==> config.mk <==
export PLATFORM = sky130hd
export DESIGN_NAME = seg_capture
export DESIGN_NICKNAME = d
export VERILOG_FILES = /design/src/rtl/seg_capture.sv
export SDC_FILE = /design/constraint.sdc
export NUM_CORES = 1
export LEC_CHECK = 0
export BUFFER_PORTS_ARGS = -buffer_cell sky130_fd_sc_hd__buf_2
export CELL_PAD_IN_SITES_DETAIL_PLACEMENT = 0
export CELL_PAD_IN_SITES_GLOBAL_PLACEMENT = 1
export CORE_UTILIZATION = 45
export CTS_CLUSTER_SIZE = 40
export DETAILED_ROUTE_END_ITERATION = 8
export PLACE_DENSITY = 0.76
export SKIP_LAST_GASP = 1
export SLEW_MARGIN = 20
export SYNTH_ARGS = -nofsm -noshare
export SYNTH_HDL_FRONTEND = slang
export SYNTH_SLANG_ARGS = --single-unit
export TNS_END_PERCENT = 1
==> constraint.sdc <==
create_clock -name clk -period 7.02 [get_ports clk]
set_input_delay 1.404 -clock clk [delete_from_list [all_inputs] [get_ports clk]]
set_output_delay 1.404 -clock clk [all_outputs]
set_load 0.02 [all_outputs]
==> src/rtl/seg_capture.sv <==
// seg_capture: captures a two-digit 7-segment display (tens/ones), filters
// out transient patterns, decodes to BCD and tracks a count-down value.
//
// Ports:
//   clk, rst            single clock, synchronous active-high reset
//   seg_led_1/2  [8:0]  ones / tens segment pattern ({2'b00, gfedcba})
//   digit_ge/shi [3:0]  last accepted ones / tens digit (BCD)
//   valid               a valid value has been accepted since reset
//   step_pulse          1-cycle pulse on a decrement by exactly one
//   reload_pulse        1-cycle pulse when the value rises or leaves EXPIRED
//   zero_flag           high while in EXPIRED
//   err_invalid         1-cycle pulse on an accepted pattern that fails decode
//   err_step            1-cycle pulse on a decrement by more than one
//   step_period         cycles between the last two legal steps
//   err_count    [7:0]  saturating error count
//
// Build option: define SEG_CAPTURE_ERR_CNT_EN to build the error counter;
// otherwise err_count is tied to zero.
//
// state   | meaning
// --------+---------------------------------------------------
// S_WAIT  | nothing valid accepted since reset
// S_RUN   | tracking a nonzero value, period counter running
// S_EXP   | value reached zero, waiting for a reload
module seg_capture #(
  parameter int unsigned STABLE_CYC = 4,
  parameter int unsigned PERIOD_W   = 32
) (
  input  logic                clk,
  input  logic                rst,
  input  logic [8:0]          seg_led_1,
  input  logic [8:0]          seg_led_2,
  output logic [3:0]          digit_ge,
  output logic [3:0]          digit_shi,
  output logic                valid,
  output logic                step_pulse,
  output logic                reload_pulse,
  output logic                zero_flag,
  output logic                err_invalid,
  output logic                err_step,
  output logic [PERIOD_W-1:0] step_period,
  output logic [7:0]          err_count
);

  localparam logic [7:0] STABLE_N = 8'(STABLE_CYC);

  typedef enum logic [1:0] {S_WAIT, S_RUN, S_EXP} state_t;

  // {ok, bcd}; the full 9 bits are matched so bits[8:7] must be 00
  function automatic logic [4:0] seg_dec(input logic [8:0] s);
    case (s)
      9'h03F:  seg_dec = 5'h10;
      9'h006:  seg_dec = 5'h11;
      9'h05B:  seg_dec = 5'h12;
      9'h04F:  seg_dec = 5'h13;
      9'h066:  seg_dec = 5'h14;
      9'h06D:  seg_dec = 5'h15;
      9'h07D:  seg_dec = 5'h16;
      9'h007:  seg_dec = 5'h17;
      9'h07F:  seg_dec = 5'h18;
      9'h06F:  seg_dec = 5'h19;
      default: seg_dec = 5'h00;
    endcase
  endfunction

  logic [17:0]         sync1_q, sync2_q;
  logic [17:0]         cand_q, cand_d;
  logic [7:0]          cnt_q, cnt_d;
  logic [17:0]         acc_q, acc_d;
  logic                acc_vld_q, acc_vld_d;
  state_t              state_q, state_d;
  logic [3:0]          ge_q, ge_d, shi_q, shi_d;
  logic                valid_q, valid_d;
  logic                step_q, step_d, reload_q, reload_d;
  logic                einv_q, einv_d, estep_q, estep_d;
  logic [PERIOD_W-1:0] period_q, period_d;
  logic [PERIOD_W-1:0] pcnt_q, pcnt_d, pcnt_inc;

  logic                accept;
  logic [4:0]          dec_ge, dec_shi;
  logic                dec_ok;
  logic [6:0]          v_new, v_prev;

  // Stability filter: cnt_q counts consecutive cycles cand_q has matched
  // the synchronized inputs, saturating at STABLE_N.
  always_comb begin
    cand_d = cand_q;
    cnt_d  = cnt_q;
    if (sync2_q != cand_q) begin
      cand_d = sync2_q;
      cnt_d  = 8'd1;
    end else if (cnt_q != STABLE_N) begin
      cnt_d = cnt_q + 8'd1;
    end
  end

  assign accept  = (cnt_q == STABLE_N) && (!acc_vld_q || (cand_q != acc_q));
  assign dec_ge  = seg_dec(cand_q[8:0]);
  assign dec_shi = seg_dec(cand_q[17:9]);
  assign dec_ok  = dec_ge[4] & dec_shi[4];
  assign v_new   = 7'(dec_shi[3:0]) * 7'd10 + 7'(dec_ge[3:0]);
  assign v_prev  = 7'(shi_q) * 7'd10 + 7'(ge_q);
  assign pcnt_inc = (&pcnt_q) ? pcnt_q : pcnt_q + PERIOD_W'(1);

  always_comb begin
    state_d   = state_q;
    acc_d     = acc_q;
    acc_vld_d = acc_vld_q;
    ge_d      = ge_q;
    shi_d     = shi_q;
    valid_d   = valid_q;
    step_d    = 1'b0;
    reload_d  = 1'b0;
    einv_d    = 1'b0;
    estep_d   = 1'b0;
    period_d  = period_q;
    pcnt_d    = (state_q == S_RUN) ? pcnt_inc : pcnt_q;

    if (accept) begin
      acc_d     = cand_q;
      acc_vld_d = 1'b1;
      if (!dec_ok) begin
        einv_d = 1'b1;
      end else begin
        case (state_q)
          S_WAIT: begin
            ge_d    = dec_ge[3:0];
            shi_d   = dec_shi[3:0];
            valid_d = 1'b1;
            pcnt_d  = '0;
            state_d = (v_new == 7'd0) ? S_EXP : S_RUN;
          end
          S_RUN: begin
            // v_prev is never zero here: zero always moves to S_EXP
            if (v_new == v_prev - 7'd1) begin
              ge_d     = dec_ge[3:0];
              shi_d    = dec_shi[3:0];
              step_d   = 1'b1;
              period_d = pcnt_inc;  // include the current cycle
              pcnt_d   = '0;
              if (v_new == 7'd0) state_d = S_EXP;
            end else if (v_new > v_prev) begin
              ge_d     = dec_ge[3:0];
              shi_d    = dec_shi[3:0];
              reload_d = 1'b1;
              pcnt_d   = '0;
            end else if (v_new < v_prev) begin
              ge_d    = dec_ge[3:0];
              shi_d   = dec_shi[3:0];
              estep_d = 1'b1;
              pcnt_d  = '0;
              if (v_new == 7'd0) state_d = S_EXP;
            end
          end
          S_EXP: begin
            if (v_new != 7'd0) begin
              ge_d     = dec_ge[3:0];
              shi_d    = dec_shi[3:0];
              reload_d = 1'b1;
              pcnt_d   = '0;
              state_d  = S_RUN;
            end
          end
          default: state_d = S_WAIT;
        endcase
      end
    end
  end

  always_ff @(posedge clk) begin
    if (rst) begin
      sync1_q   <= '0;
      sync2_q   <= '0;
      cand_q    <= '0;
      cnt_q     <= '0;
      acc_q     <= '0;
      acc_vld_q <= 1'b0;
      state_q   <= S_WAIT;
      ge_q      <= '0;
      shi_q     <= '0;
      valid_q   <= 1'b0;
      step_q    <= 1'b0;
      reload_q  <= 1'b0;
      einv_q    <= 1'b0;
      estep_q   <= 1'b0;
      period_q  <= '0;
      pcnt_q    <= '0;
    end else begin
      sync1_q   <= {seg_led_2, seg_led_1};
      sync2_q   <= sync1_q;
      cand_q    <= cand_d;
      cnt_q     <= cnt_d;
      acc_q     <= acc_d;
      acc_vld_q <= acc_vld_d;
      state_q   <= state_d;
      ge_q      <= ge_d;
      shi_q     <= shi_d;
      valid_q   <= valid_d;
      step_q    <= step_d;
      reload_q  <= reload_d;
      einv_q    <= einv_d;
      estep_q   <= estep_d;
      period_q  <= period_d;
      pcnt_q    <= pcnt_d;
    end
  end

`ifdef SEG_CAPTURE_ERR_CNT_EN
  logic [7:0] errc_q;

  always_ff @(posedge clk) begin
    if (rst) begin
      errc_q <= '0;
    end else if ((einv_d || estep_d) && (errc_q != 8'hFF)) begin
      errc_q <= errc_q + 8'd1;
    end
  end

  assign err_count = errc_q;
`else
  assign err_count = '0;
`endif

  assign digit_ge     = ge_q;
  assign digit_shi    = shi_q;
  assign valid        = valid_q;
  assign step_pulse   = step_q;
  assign reload_pulse = reload_q;
  assign zero_flag    = (state_q == S_EXP);
  assign err_invalid  = einv_q;
  assign err_step     = estep_q;
  assign step_period  = period_q;

endmodule
### Word level (Yosys, flattened, before mapping)

Index checks and enable logic that the tools add are counted.

| word-level totals | value |
|---|---|
| register bits | 160 |
| logic and storage cells | 116 |
| input bits | 20 |

| operators by class | value |
|---|---|
| multipliers | 2 |
| magnitude comparators | 2 |
| reduce and logical (&&, ||, !) cells | 18 |
| mux-type cells | 37 |
| bitwise gates (word level) | 4 |
| $add $sub $neg | 5 |
| equal/unequal tests | 31 |

Operators with widths:

| kind | number |
|---|---|
| two-way mux 32 bit | 8 |
| == test 9 x 7 -> 1 bit (second input constant) | 14 |
| one-hot mux 5 bit (10 select lines) | 2 |
| one-hot mux 32 bit (3 select lines) | 1 |
| == test 9 x 3 -> 1 bit (second input constant) | 4 |
| != test 18 bit | 2 |
| adder 32 x 1 -> 32 bit (second input constant) | 1 |
| two-way mux 4 bit | 8 |
| AND reduction 32 bit | 1 |
| one-hot mux 4 bit (3 select lines) | 2 |
| == test 9 x 6 -> 1 bit (second input constant) | 2 |
| adder 7 x 4 -> 7 bit | 2 |
| multiplier 4 x 3 -> 6 bit (second input constant) | 2 |
| two-way mux 2 bit | 6 |
| AND reduction 5 bit | 2 |
| adder 8 x 1 -> 8 bit (second input constant) | 1 |
| == test 8 x 3 -> 1 bit (second input constant) | 1 |
| two-way mux 1 bit | 8 |
| != test 8 x 3 -> 1 bit (second input constant) | 1 |
| == test 7 bit | 1 |
| greater-than comparator 7 bit | 1 |
| zero test 7 bit | 1 |
| < comparator 7 bit | 1 |
| nonzero test 7 bit | 1 |
| 23 further kinds | 26 |

### Longest topological paths before layout

Gate-level depths: netlist of the first run.

| logic depth | value |
|---|---|
| depth after elaboration | 11 |
| gate-level depth with buffers | 23 |

### Worst setup path after synthesis of the first run

OpenSTA, ideal clock, no wires.

| timing path | value |
|---|---|
| path kind | register -> register |
| start | register cand_q[11] |
| end | register pcnt_q[7] |
| setup slack | 1.936 ns |
| required time | 6.906 ns |
| clock period less this slack | 5.084 ns |
| data arrival time | 4.970 ns |
| stages on the path, launching flop included | 22 |
| library setup time | 0.114 ns |
| cell sequence | dfxtp_1 buf_6 or3b_4 nor3_2 a32oi_1 nor2b_2 ha_1 ha_1 inv_1 fa_1 nor4b_1 xnor3_2 ha_1 a22oi_1 a31oi_1 nor2_1 and2b_1 a2111oi_4 or2_0 buf_6 buf_6 nor2_1 |

| on the way | value |
|---|---|
| longest elaborated chain between the ends | 11 |

Ends and longest elaborated chain:

| item | line | RTL |
|---|---|---|
| start: declaration | 67 | `logic [17:0] cand_q, cand_d;` |
| start signal: assignment | 191 | `cand_q <= cand_d;` |
| == test 9 x 7 -> 1 bit (tied with other cells) | 51 | `case (s)` |
| one-hot mux 5 bit (10 select lines) * | 51 |  |
| named net dec_shi[1] | 80 | `logic [4:0] dec_ge, dec_shi;` |
| multiplier 4 x 3 -> 6 bit * | 101 | `assign v_new = 7'(dec_shi[3:0]) * 7'd10 + 7'(dec_ge[3:0]);` |
| adder 7 x 4 -> 7 bit * | 101 |  |
| < comparator 7 bit | 147 | `end else if (v_new < v_prev) begin` |
| two-way mux 32 bit | 147 |  |
| two-way mux 32 bit | 142 | `end else if (v_new > v_prev) begin` |
| two-way mux 32 bit | 135 | `if (v_new == v_prev - 7'd1) begin` |
| one-hot mux 32 bit (3 select lines) * | 125 | `case (state_q)` |
| two-way mux 32 bit * | 122 | `if (!dec_ok) begin` |
| two-way mux 32 bit * | 119 | `if (accept) begin` |
| end signal: assignment | 204 | `pcnt_q <= pcnt_d;` |
| end: declaration | 77 | `logic [PERIOD_W-1:0] pcnt_q, pcnt_d, pcnt_inc;` |

The timed path passes the listed nets; every way through them passes the cells marked *.
A chain may end at the register's enable or synchronous reset.

### Worst setup path in the final report of the first run

| timing path | value |
|---|---|
| start | register cand_q[11] |
| end | register pcnt_q[27] |

Same word-level chain as after synthesis.

==> results by group, run 1 <==
Clock tree
  • CTS H-Tree Depth: 4
  • Setup bufs post-CTS: 0
  • CTS max path bufs: 2
  • Clk slew on worst S/H paths: about 0.070 ns
  • Post-CTS Hold Fix Bufs: 0
  • Num CTS Buffers: 17
  • Gates resized, CTS repair: 0
  • Root Driver: clkbuf_16
  • CTS tree: built
  • Clock Latency Late Sink: 0.42 ns
  • CTS Sinks: 160

Synthesis
  • Cell count after synthesis: 865
  • Top post-synthesis cells by area: dfxtp_1, xor2_1, nor2_1
  • Synth top area share: 40.2%
  • Dominant cell type by area after synthesis: dfxtp_1
  • Yosys reg bits: between 150 and 200
  • Synth unique cells: 73
  • YS warnings: 0
  • Async set-reset flop share out of synthesis: 0%
  • Top cells by instance count after synthesis: dfxtp_1, nor2_1, xor2_1
  • Seq/Total Area, Yosys: between 40% and 50%
  • Synth Area per Inst: roughly 9.2 um2
  • EDFF count, synth: 0
  • Synthesized area: approximately 0.008 mm2
  • Most used DFF post-synth: dfxtp_1
  • Top-count cell post-synth: dfxtp_1

Placement
  • Routability cong.: approximately 0.85
  • Placed Area: roughly 0.0083 mm2
  • IO Port Bufs: 65
  • Detailed Place HPWL: between 10,000 and 15,000 um

Drt
  • WL/cell: 14.0 um
  • Number of remaining DRC errors: 0
  • Vias/cell: slightly above 5
  • Iteration-0 DRC Markers: 246
  • ANT nets after route: 0
  • Drt total wl: ~16,000 um
  • Drt pass-1 iters: 4
  • DR vias: ~5.8k

STA
  • WHS: roughly 0.44 ns
  • Final worst-path cycle share: roughly four fifths
  • Max transition margin: a little over a third
  • Setup TNS: 0 ns
  • Final setup fails: 0
  • Final Skew: between 0.01 and 0.015 ns
  • FMAX: between 150 and 200 MHz
  • Final Hold Vio Count: 0
  • Fin crit period: 5.50 ns
  • Max Slew Vio Count: 0
  • Worst-Margin Slew: approximately 0.95 ns
  • Unrepaired setup endpoints after global routing: false

Global routing
  • Initial antenna violation count: 0
  • First-pass GRT wire length: 27,100 um
  • Number of global-route vias before repair: between 5k and 6k
  • Global route overflow: 0
  • Total GRT Usage: a little under a fifth
  • Largest net degree at the start of global routing: 66

Finish
  • Design area: roughly 0.0090 mm2
  • Final net count: 957
  • Final core utilization: ~52%
  • Area delta synth->final: 12.4%
  • ANT cells: 0
  • Layout cells sized above 1: between 10% and 20%

Worst setup path
  • Worst Setup End Kind: register
  • Worst reg2reg setup slack: between 1.5 and 2 ns
  • Crit path DAT: 5.80 ns
  • R2R Path End: pcnt_q[27]$_SDFF_PP0_
  • R2R Path Start: cand_q[11]$_SDFFE_PP0P_
  • Worst-path fanout max: 32
  • Critical path class: reg -> reg
  • Reg2reg path depth: 20
  • Crit path launch type: register
  • Req. time, crit path: 7.31 ns

Floorplan
  • # IOs: 74
  • Row count: between 40 and 50
  • Core area: around 0.017 mm2
  • Die width: ~140 um
  • Die Height: about 140 um
  • Initial Utilization: between 40% and 50%
  • Die area: between 0.015 and 0.02 mm2

Power and ir drop
  • PwrDens: approximately 220 mW/mm2
  • Max IR drop VDD: ~0.17 mV
  • Leakage: approximately 3.5 nW

Run status
  • Status: completed

Worst hold path
  • Hold path startpoint: sync1_q[14]$_SDFF_PP0_
  • Hold path depth: 1
  • Hold crit path type: reg -> reg
  • Hold Path End: sync2_q[14]$_SDFF_PP0_

Run
  • Max-Cap Viols: 0
logic make-up after synthesis:
kind of cell	after synthesis	synth area share (%)
AND/OR/NAND/NOR	365	23.6
flip-flops	160	40.2
XOR/XNOR	122	14.0
AO/OA/AOI/OAI	88	8.58
buffers and inverters	70	4.77
adder cells (fa/ha/maj)	30	5.09
multiplexers	29	3.64
other	1	0.0471
where the power goes:
part           switching, mW  internal (mW)
logic                 0.0312         0.0227
registers             0.0122          0.921
clock network          0.387          0.577
metal layers:
layer / up-vias / wire length [um] / global-route usage (%)
met5: - / 0 / 0
met4: 0 / 221 / 7.05
met3: 17 / 525 / 3.75
met2: 105 / 6820 / 28.1
met1: 2687 / 8430 / 26.4
li1: 3008 / - / -
registers in the layout, indices dropped and copies added, names as in the netlist:
signal / cells
pcnt_q: 32
step_period: 32
acc_q: 18
cand_q: 18
sync1_q: 18
sync2_q: 18
cnt_q: 8
digit_ge: 4
digit_shi: 4
state_q: 2
acc_vld_q: 1
err_invalid: 1
err_step: 1
reload_pulse: 1
step_pulse: 1
valid: 1
stage by stage:
step	instances	setup slack [ns]	power (mW)
after floorplan	872	1.94	0.998
after global placement	1113	1.66	1.01
after detailed placement	1113	1.55	1.01
after CTS	1145	1.52	1.98
after global routing	1145	1.20	2.02
final	1145	1.52	1.95
worst max-delay path, stage by stage (launching register included):
cell and delay, ns:
dfxtp_1 0.47, or3b_4 0.47, nor3_2 0.16, a32oi_1 0.14, nor2b_2 0.32, ha_1 0.29, ha_1 0.19, inv_1 0.07
fa_1 0.45, nor4b_1 0.34, xnor3_2 0.36, ha_1 0.35, a22oi_1 0.15, a31oi_1 0.10, nor2_1 0.15, and2b_1 0.23
a2111oi_4 0.29, buf_4 0.26, or2_1 0.12, buf_4 0.35, nor2_1 0.11
placed cells by master (no fill, tap or decap), types with 4 or more instances in the layout:
master / synthesis / final
a22oi_1: 9 / 9
nor2b_1: 60 / 60
buf_2: 7 / 64
nor2_2: 5 / 5
xor2_1: 66 / 66
dfxtp_1: 160 / 160
nor4b_1: 5 / 5
a21oi_1: 12 / 12
nor3_1: 12 / 12
nand4_1: 15 / 15
nand2b_1: 8 / 8
inv_6: 0 / 7
conb_1: 1 / 8
inv_1: 14 / 14
xnor2_1: 53 / 53
nand2_1: 57 / 57
mux2i_1: 29 / 29
clkbuf_16: 0 / 17
nor4_1: 9 / 9
o21ai_0: 8 / 8
nand3_1: 24 / 24
buf_4: 11 / 8
fa_1: 4 / 4
ha_1: 26 / 26
and3_1: 15 / 15
a211oi_1: 29 / 29
nor2_1: 124 / 124
final cells by class:
cell class                      count  area [um2]
Clock inverter                     13         173
Clock buffer                       19         443
Sequential cell                   160        3200
Inverter                           14        52.6
Fill cell                        1632        8350
Multi-Input combinational cell    642        4420
Timing Repair Buffer               72         380
Tap cell                          225         282
worst max-delay path by stage:
stage / cells after the start / startpoint / endpoint / slack [ns]
6_report: 20 / cand_q[11]$_SDFFE_PP0P_ / pcnt_q[27]$_SDFF_PP0_ / 1.52
5_1_grt: 20 / cand_q[11]$_SDFFE_PP0P_ / pcnt_q[27]$_SDFF_PP0_ / 1.20
4_1_cts: 20 / cand_q[11]$_SDFFE_PP0P_ / pcnt_q[27]$_SDFF_PP0_ / 1.52
3_5_place_dp: 20 / cand_q[11]$_SDFFE_PP0P_ / pcnt_q[27]$_SDFF_PP0_ / 1.55
3_3_place_gp: 20 / cand_q[11]$_SDFFE_PP0P_ / pcnt_q[8]$_SDFF_PP0_ / 1.66
2_1_floorplan: 21 / cand_q[11]$_SDFFE_PP0P_ / pcnt_q[7]$_SDFF_PP0_ / 1.94
Note: power is estimated with default switching activity, not from simulation.
==> inputs of run 2 (changes only) <==
--- a/config.mk
+++ b/config.mk
@@ -8,10 +8,10 @@
 export BUFFER_PORTS_ARGS = -buffer_cell sky130_fd_sc_hd__buf_2
 export CELL_PAD_IN_SITES_DETAIL_PLACEMENT = 0
 export CELL_PAD_IN_SITES_GLOBAL_PLACEMENT = 1
-export CORE_UTILIZATION = 45
+export CORE_UTILIZATION = 41
 export CTS_CLUSTER_SIZE = 40
 export DETAILED_ROUTE_END_ITERATION = 8
-export PLACE_DENSITY = 0.76
+export PLACE_DENSITY = 0.73
 export SKIP_LAST_GASP = 1
 export SLEW_MARGIN = 20
 export SYNTH_ARGS = -nofsm -noshare
==> constraint.sdc (replaced) <==
create_clock -name clk -period 4.8 [get_ports clk]
set_input_delay 0.96 -clock clk [delete_from_list [all_inputs] [get_ports clk]]
set_output_delay 0.96 -clock clk [all_outputs]
set_load 0.02 [all_outputs]
==> results by group, run 2 (synthesis gave the netlist of run 1 again) <==
STA
  • Final Hold Vio Count: 0
  • Final worst-path cycle share: between 90% and 100%
  • Max transition margin: between 20 and 30%
  • WHS: around 0.43 ns
  • Fin crit period: around 4.7 ns
  • Setup TNS: 0 ns
  • FMAX: around 210 MHz
  • Unrepaired setup endpoints after global routing: true
  • Final setup fails: 0
  • Worst-Margin Slew: approximately 1.1 ns
  • Max Slew Vio Count: 0
  • Final Skew: 0.00736 ns

Finish
  • ANT cells: 0
  • Area delta synth->final: 17.4%
  • Final core utilization: between 40% and 50%
  • Design area: 0.00935 mm2
  • Commonest cells after routing, fill and taps aside: dfxtp_1, nor2_1, xor2_1
  • Final net count: between 900 and 1k
  • Commonest non-fill, non-tap cell in the layout: dfxtp_1
  • Layout cells sized above 1: about 18%

Global routing
  • Total GRT Usage: about 18%
  • Initial antenna violation count: 0
  • First-pass GRT wire length: roughly 28,000 um
  • Number of global-route vias before repair: 5,471
  • Largest net degree at the start of global routing: 71
  • Global route overflow: 0

Drt
  • Drt pass-1 iters: 4
  • DR vias: just under 6k
  • ANT nets after route: 0
  • Number of remaining DRC errors: 0
  • Vias/cell: slightly below 5
  • WL/cell: between 10 and 15 um
  • Iteration-0 DRC Markers: roughly 310
  • Drt total wl: 17,000 um

Clock tree
  • Post-CTS Hold Fix Bufs: 0
  • Num CTS Buffers: 17
  • Clock Latency Late Sink: approximately 0.43 ns
  • Clk slew on worst S/H paths: 0.06 ns
  • CTS max path bufs: 2
  • CTS tree: built
  • Root Driver: clkbuf_16
  • CTS Sinks: 160
  • CTS H-Tree Depth: 4

Placement
  • Detailed Place HPWL: around 12,000 um
  • Placed Area: 0.00856 mm2
  • Routability cong.: 0.816
  • IO Port Bufs: 65

Worst setup path
  • Worst-path fanout max: 8
  • Critical path class: reg -> reg
  • Crit path DAT: around 5 ns
  • Crit path launch type: register
  • Worst reg2reg setup slack: around 0.10 ns
  • Req. time, crit path: approximately 5.1 ns
  • Worst Setup End Kind: register

Floorplan
  • Row count: 50
  • Die Height: 141 um
  • Initial Utilization: about 42%
  • Core area: roughly 0.019 mm2
  • Die area: 0.0200 mm2
  • # IOs: 74
  • Die width: ~140 um

Power and ir drop
  • PwrDens: between 300 and 400 mW/mm2
  • Max IR drop VDD: 0.247 mV
  • Leakage: between 3 and 4 nW

Worst hold path
  • Hold crit path type: reg -> reg

Run
  • Max-Cap Viols: 0

Run status
  • Status: completed
-- run 2: changes by cell type in the layout (fill, tap and decap cells not counted), moves of 2 or more --
cell | previous run | this run
buf_12 | 0 | 2
nor4b_1 | 5 | 3
clkinvlp_4 | 1 | 4
clkbuf_16 | 17 | 19
inv_6 | 7 | 4
ha_1 | 26 | 24
buf_4 | 8 | 32
buf_6 | 0 | 2
-- run 2: stage by stage --
step                      total power, mW  setup WS, ns  cells
after global routing                 2.96        -0.180   1209
final                                2.85         0.104   1209
after global placement               1.48         0.186   1166
after floorplan                      1.46        -0.223    872
after CTS                            2.88        0.0210   1197
after detailed placement             1.48        0.0236   1166
-- run 2: per-layer routing --
layer / track usage, % / share of wire [%] / wire, um / up-vias
met1: 25.6 / 53 / 8990 / 2746
met3: 3.17 / 3.2 / 537 / 17
met4: 5.94 / 1.4 / 236 / 0
li1: - / - / - / 3057
met2: 26.7 / 43 / 7270 / 87
met5: 0 / 0 / 0 / -
-- run 2: what timing repair did --
| item | in CTS | in global routing |
|---|---|---|
| resized for setup | 0 | 14 |
| buffers inserted | 0 | 8 |
| setup endpoints to repair | 0 | 55 |
-- run 2: cell type report --
cell class	instances	area, um2
fill	1827	9540
multi-input combinational	642	4490
sequential	160	3200
timing repair buffer	102	673
clock buffer	17	425
tap	260	325
clock inverter	14	180
inverter	14	52.6
-- run 2: critical path: stages (launching register included) --
cell	delay (ns)
dfxtp_1	0.33
or3b_4	0.43
nor3_4	0.14
a32oi_1	0.14
nor2b_2	0.16
ha_1	0.24
ha_2	0.17
inv_1	0.07
fa_2	0.47
nor4b_4	0.29
xnor3_2	0.34
ha_4	0.25
a22oi_2	0.12
a31oi_1	0.10
nor2_1	0.17
and2b_2	0.26
a2111oi_4	0.41
or2_4	0.28
clkbuf_16	0.18
nor2_1	0.05
-- run 2: final timing paths --
path,startpoint,endpoint,cells past startpoint
max,cand_q[11]$_SDFFE_PP0P_,pcnt_q[30]$_SDFF_PP0_,19
min,sync1_q[11]$_SDFF_PP0_,sync2_q[11]$_SDFF_PP0_,1
max reg2reg,cand_q[11]$_SDFFE_PP0P_,pcnt_q[30]$_SDFF_PP0_,19
min reg2reg,sync1_q[11]$_SDFF_PP0_,sync2_q[11]$_SDFF_PP0_,1
-- run 2: report_power, final --
group	switching, mW	internal (mW)	total (mW)
Combinational	0.0553	0.0436	0.0989
Sequential	0.0136	1.35	1.36
Clock	0.571	0.824	1.40
==> inputs of run 3 (changes only) <==
--- a/config.mk
+++ b/config.mk
@@ -8,10 +8,11 @@
 export BUFFER_PORTS_ARGS = -buffer_cell sky130_fd_sc_hd__buf_2
 export CELL_PAD_IN_SITES_DETAIL_PLACEMENT = 0
 export CELL_PAD_IN_SITES_GLOBAL_PLACEMENT = 1
+export CORE_MARGIN = 5
 export CORE_UTILIZATION = 41
 export CTS_CLUSTER_SIZE = 40
 export DETAILED_ROUTE_END_ITERATION = 8
-export PLACE_DENSITY = 0.73
+export PLACE_DENSITY_LB_ADDON = 0.1
 export SKIP_LAST_GASP = 1
 export SLEW_MARGIN = 20
 export SYNTH_ARGS = -nofsm -noshare
==> constraint.sdc (replaced) <==
create_clock -name clk -period 4.1 [get_ports clk]
set_input_delay 0.82 -clock clk [delete_from_list [all_inputs] [get_ports clk]]
set_output_delay 0.82 -clock clk [all_outputs]
set_load 0.02 [all_outputs]
==> results by group, run 3 (synthesis gave the netlist of run 1 again) <==
Global routing
  • Global route overflow: 0
  • Initial antenna violation count: 0
  • Total GRT Usage: between 15 and 20%
  • Met3 Usage GRT: 3.56%
  • Global-route track usage on met2: roughly a quarter
  • Largest net degree at the start of global routing: 86
  • First-pass GRT wire length: between 20,000 and 30,000 um
  • Number of global-route vias before repair: between 5k and 6k
  • GR peak layer: met2
  • Met1 Usage GRT: roughly a quarter

Run status
  • Failing checks: setup timing
  • Status: finished, violations left

Floorplan
  • # IOs: 74
  • Row count: 51
  • Die width: 149 um
  • Initial Utilization: between 40% and 50%
  • Die Height: roughly 150 um
  • Die area: 0.0223 mm2
  • Core area: between 0.015 and 0.02 mm2

Drt
  • WL/cell: between 10 and 15 um
  • DR vias: 6,206
  • ANT nets after route: 0
  • Vias/cell: 4.94
  • Number of remaining DRC errors: 0
  • Drt pass-1 iters: 4
  • Iteration-0 DRC Markers: ~230
  • Drt total wl: 18,200 um

Finish
  • Area delta synth->final: 22.1%
  • Final core utilization: between 50% and 60%
  • Final net count: 1,029
  • Commonest cells after routing, fill and taps aside: dfxtp_1, nor2_1, buf_4
  • Design area: between 0.009 and 0.01 mm2
  • ANT cells: 0
  • Fillcell total: between 1.5k and 2k
  • Layout cells sized above 1: between 20% and 30%
  • Commonest non-fill, non-tap cell in the layout: dfxtp_1

STA
  • Final Hold Vio Count: 0
  • Final WS setup: -0.676 ns
  • Final Skew: 0.0118 ns
  • FMAX: between 200 and 250 MHz
  • Fin crit period: about 4.8 ns
  • Max Slew Vio Count: 0
  • Final setup fails: 77
  • Worst-Margin Slew: around 0.86 ns
  • Unrepaired setup endpoints after global routing: true
  • Max transition margin: around 43%
  • Final worst-path cycle share: 116%

Clock tree
  • Num CTS Buffers: 17
  • CTS Sinks: 160
  • CTS tree: built
  • Clk slew on worst S/H paths: roughly 0.070 ns
  • CTS H-Tree Depth: 4
  • CTS max path bufs: 2
  • Post-CTS Hold Fix Bufs: 0
  • Clock Latency Late Sink: between 0.4 and 0.5 ns
  • Root Driver: clkbuf_16

Worst setup path
  • Req. time, crit path: between 4 and 5 ns
  • Bufs and invs on worst path: 3
  • Crit path launch type: register
  • Worst Setup End Kind: register
  • Critical path class: reg -> reg
  • Top delay family on crit path: simple AND/OR/NAND/NOR gates
  • Delay of the slowest critical-path stage: ~0.45 ns
  • Worst-path fanout max: 4
  • Crit path DAT: 5.05 ns
  • CP max-delay cell: fa_1
  • Crit-path cells: or3b_4, nor3_4, a32oi_2, nor2b_2, ha_1, ha_2, inv_2, fa_1, nor4b_2, xnor3_2, ha_4, a22oi_2, a31oi_1, nor2_1, and2b_2, a2111oi_4, buf_4, buf_4, mux2i_1, nor2_1

Power and ir drop
  • Leakage: around 4.0 nW
  • PwrDens: ~350 mW/mm2
  • Pwr Total: 3.40 mW
  • Max IR drop VDD: 0.288 mV

Placement
  • Routability cong.: 0.881
  • Placed Area: around 0.0089 mm2
  • Detailed Place HPWL: roughly 13,000 um
  • IO Port Bufs: 65

Worst hold path
  • Hold crit path type: reg -> reg

Run
  • Max-Cap Viols: 0
run 3: cell count changes in the layout (fill, tap and decap cells not counted), sizes merged:
cell	change
clkinv	-2
clkinvlp	-2
inv	+4
buf	+43
run 3: timing repair:
item / in CTS / in global routing
resized for setup: 2 / 20
setup endpoints to repair: 77 / 77
cloned: 1 / 2
buffers inserted: 1 / 6
pin swaps: 2 / 14
run 3: per-layer routing:
layer / vias up / wire length, um
met5: - / 0
met4: 0 / 144
met3: 12 / 725
met2: 106 / 8260
met1: 2934 / 9100
li1: 3154 / -
run 3: final cells by class:
| cell class | count | area (um2) | area share [%] |
|---|---|---|---|
| inverter | 14 | 52.6 | 0.540 |
| clock inverter | 14 | 186 | 1.92 |
| tap | 265 | 332 | 3.41 |
| multi-input combinational | 642 | 4510 | 46.4 |
| sequential | 160 | 3210 | 32.9 |
| timing repair buffer | 144 | 1000 | 10.3 |
| clock buffer | 18 | 439 | 4.51 |
run 3: metrics by stage:
step	worst slack, ns	setup TNS (ns)	hold WS (ns)	std cells
3_5_place_dp	-0.611	-33.42	0.427	1216
5_1_grt	-0.959	-56.05	0.451	1257
3_3_place_gp	-0.419	-21.39	0.425	1216
2_1_floorplan	-0.923	-43.17	0.414	872
4_1_cts	-0.610	-33.02	0.442	1250
6_report	-0.676	-35.73	0.438	1257
run 3: report_power, final:
| group | switching, mW | internal, mW | total [mW] |
|---|---|---|---|
| clock network | 0.685 | 0.995 | 1.68 |
| registers | 0.0146 | 1.58 | 1.59 |
| logic | 0.0688 | 0.0607 | 0.129 |
| total | 0.768 | 2.63 | 3.40 |
run 3: path summary, 6_finish.rpt:
kind | startpoint | end | slack (ns) | depth (start not counted)
worst max-delay path | cand_q[16]$_SDFFE_PP0P_ | digit_ge[2]$_SDFFE_PP0P_ | -0.68 | 20
worst min register to register | sync1_q[13]$_SDFF_PP0_ | sync2_q[13]$_SDFF_PP0_ | 0.44 | 1
worst min-delay path | sync1_q[13]$_SDFF_PP0_ | sync2_q[13]$_SDFF_PP0_ | 0.44 | 1
worst max register to register | cand_q[16]$_SDFFE_PP0P_ | digit_ge[2]$_SDFFE_PP0P_ | -0.68 | 20
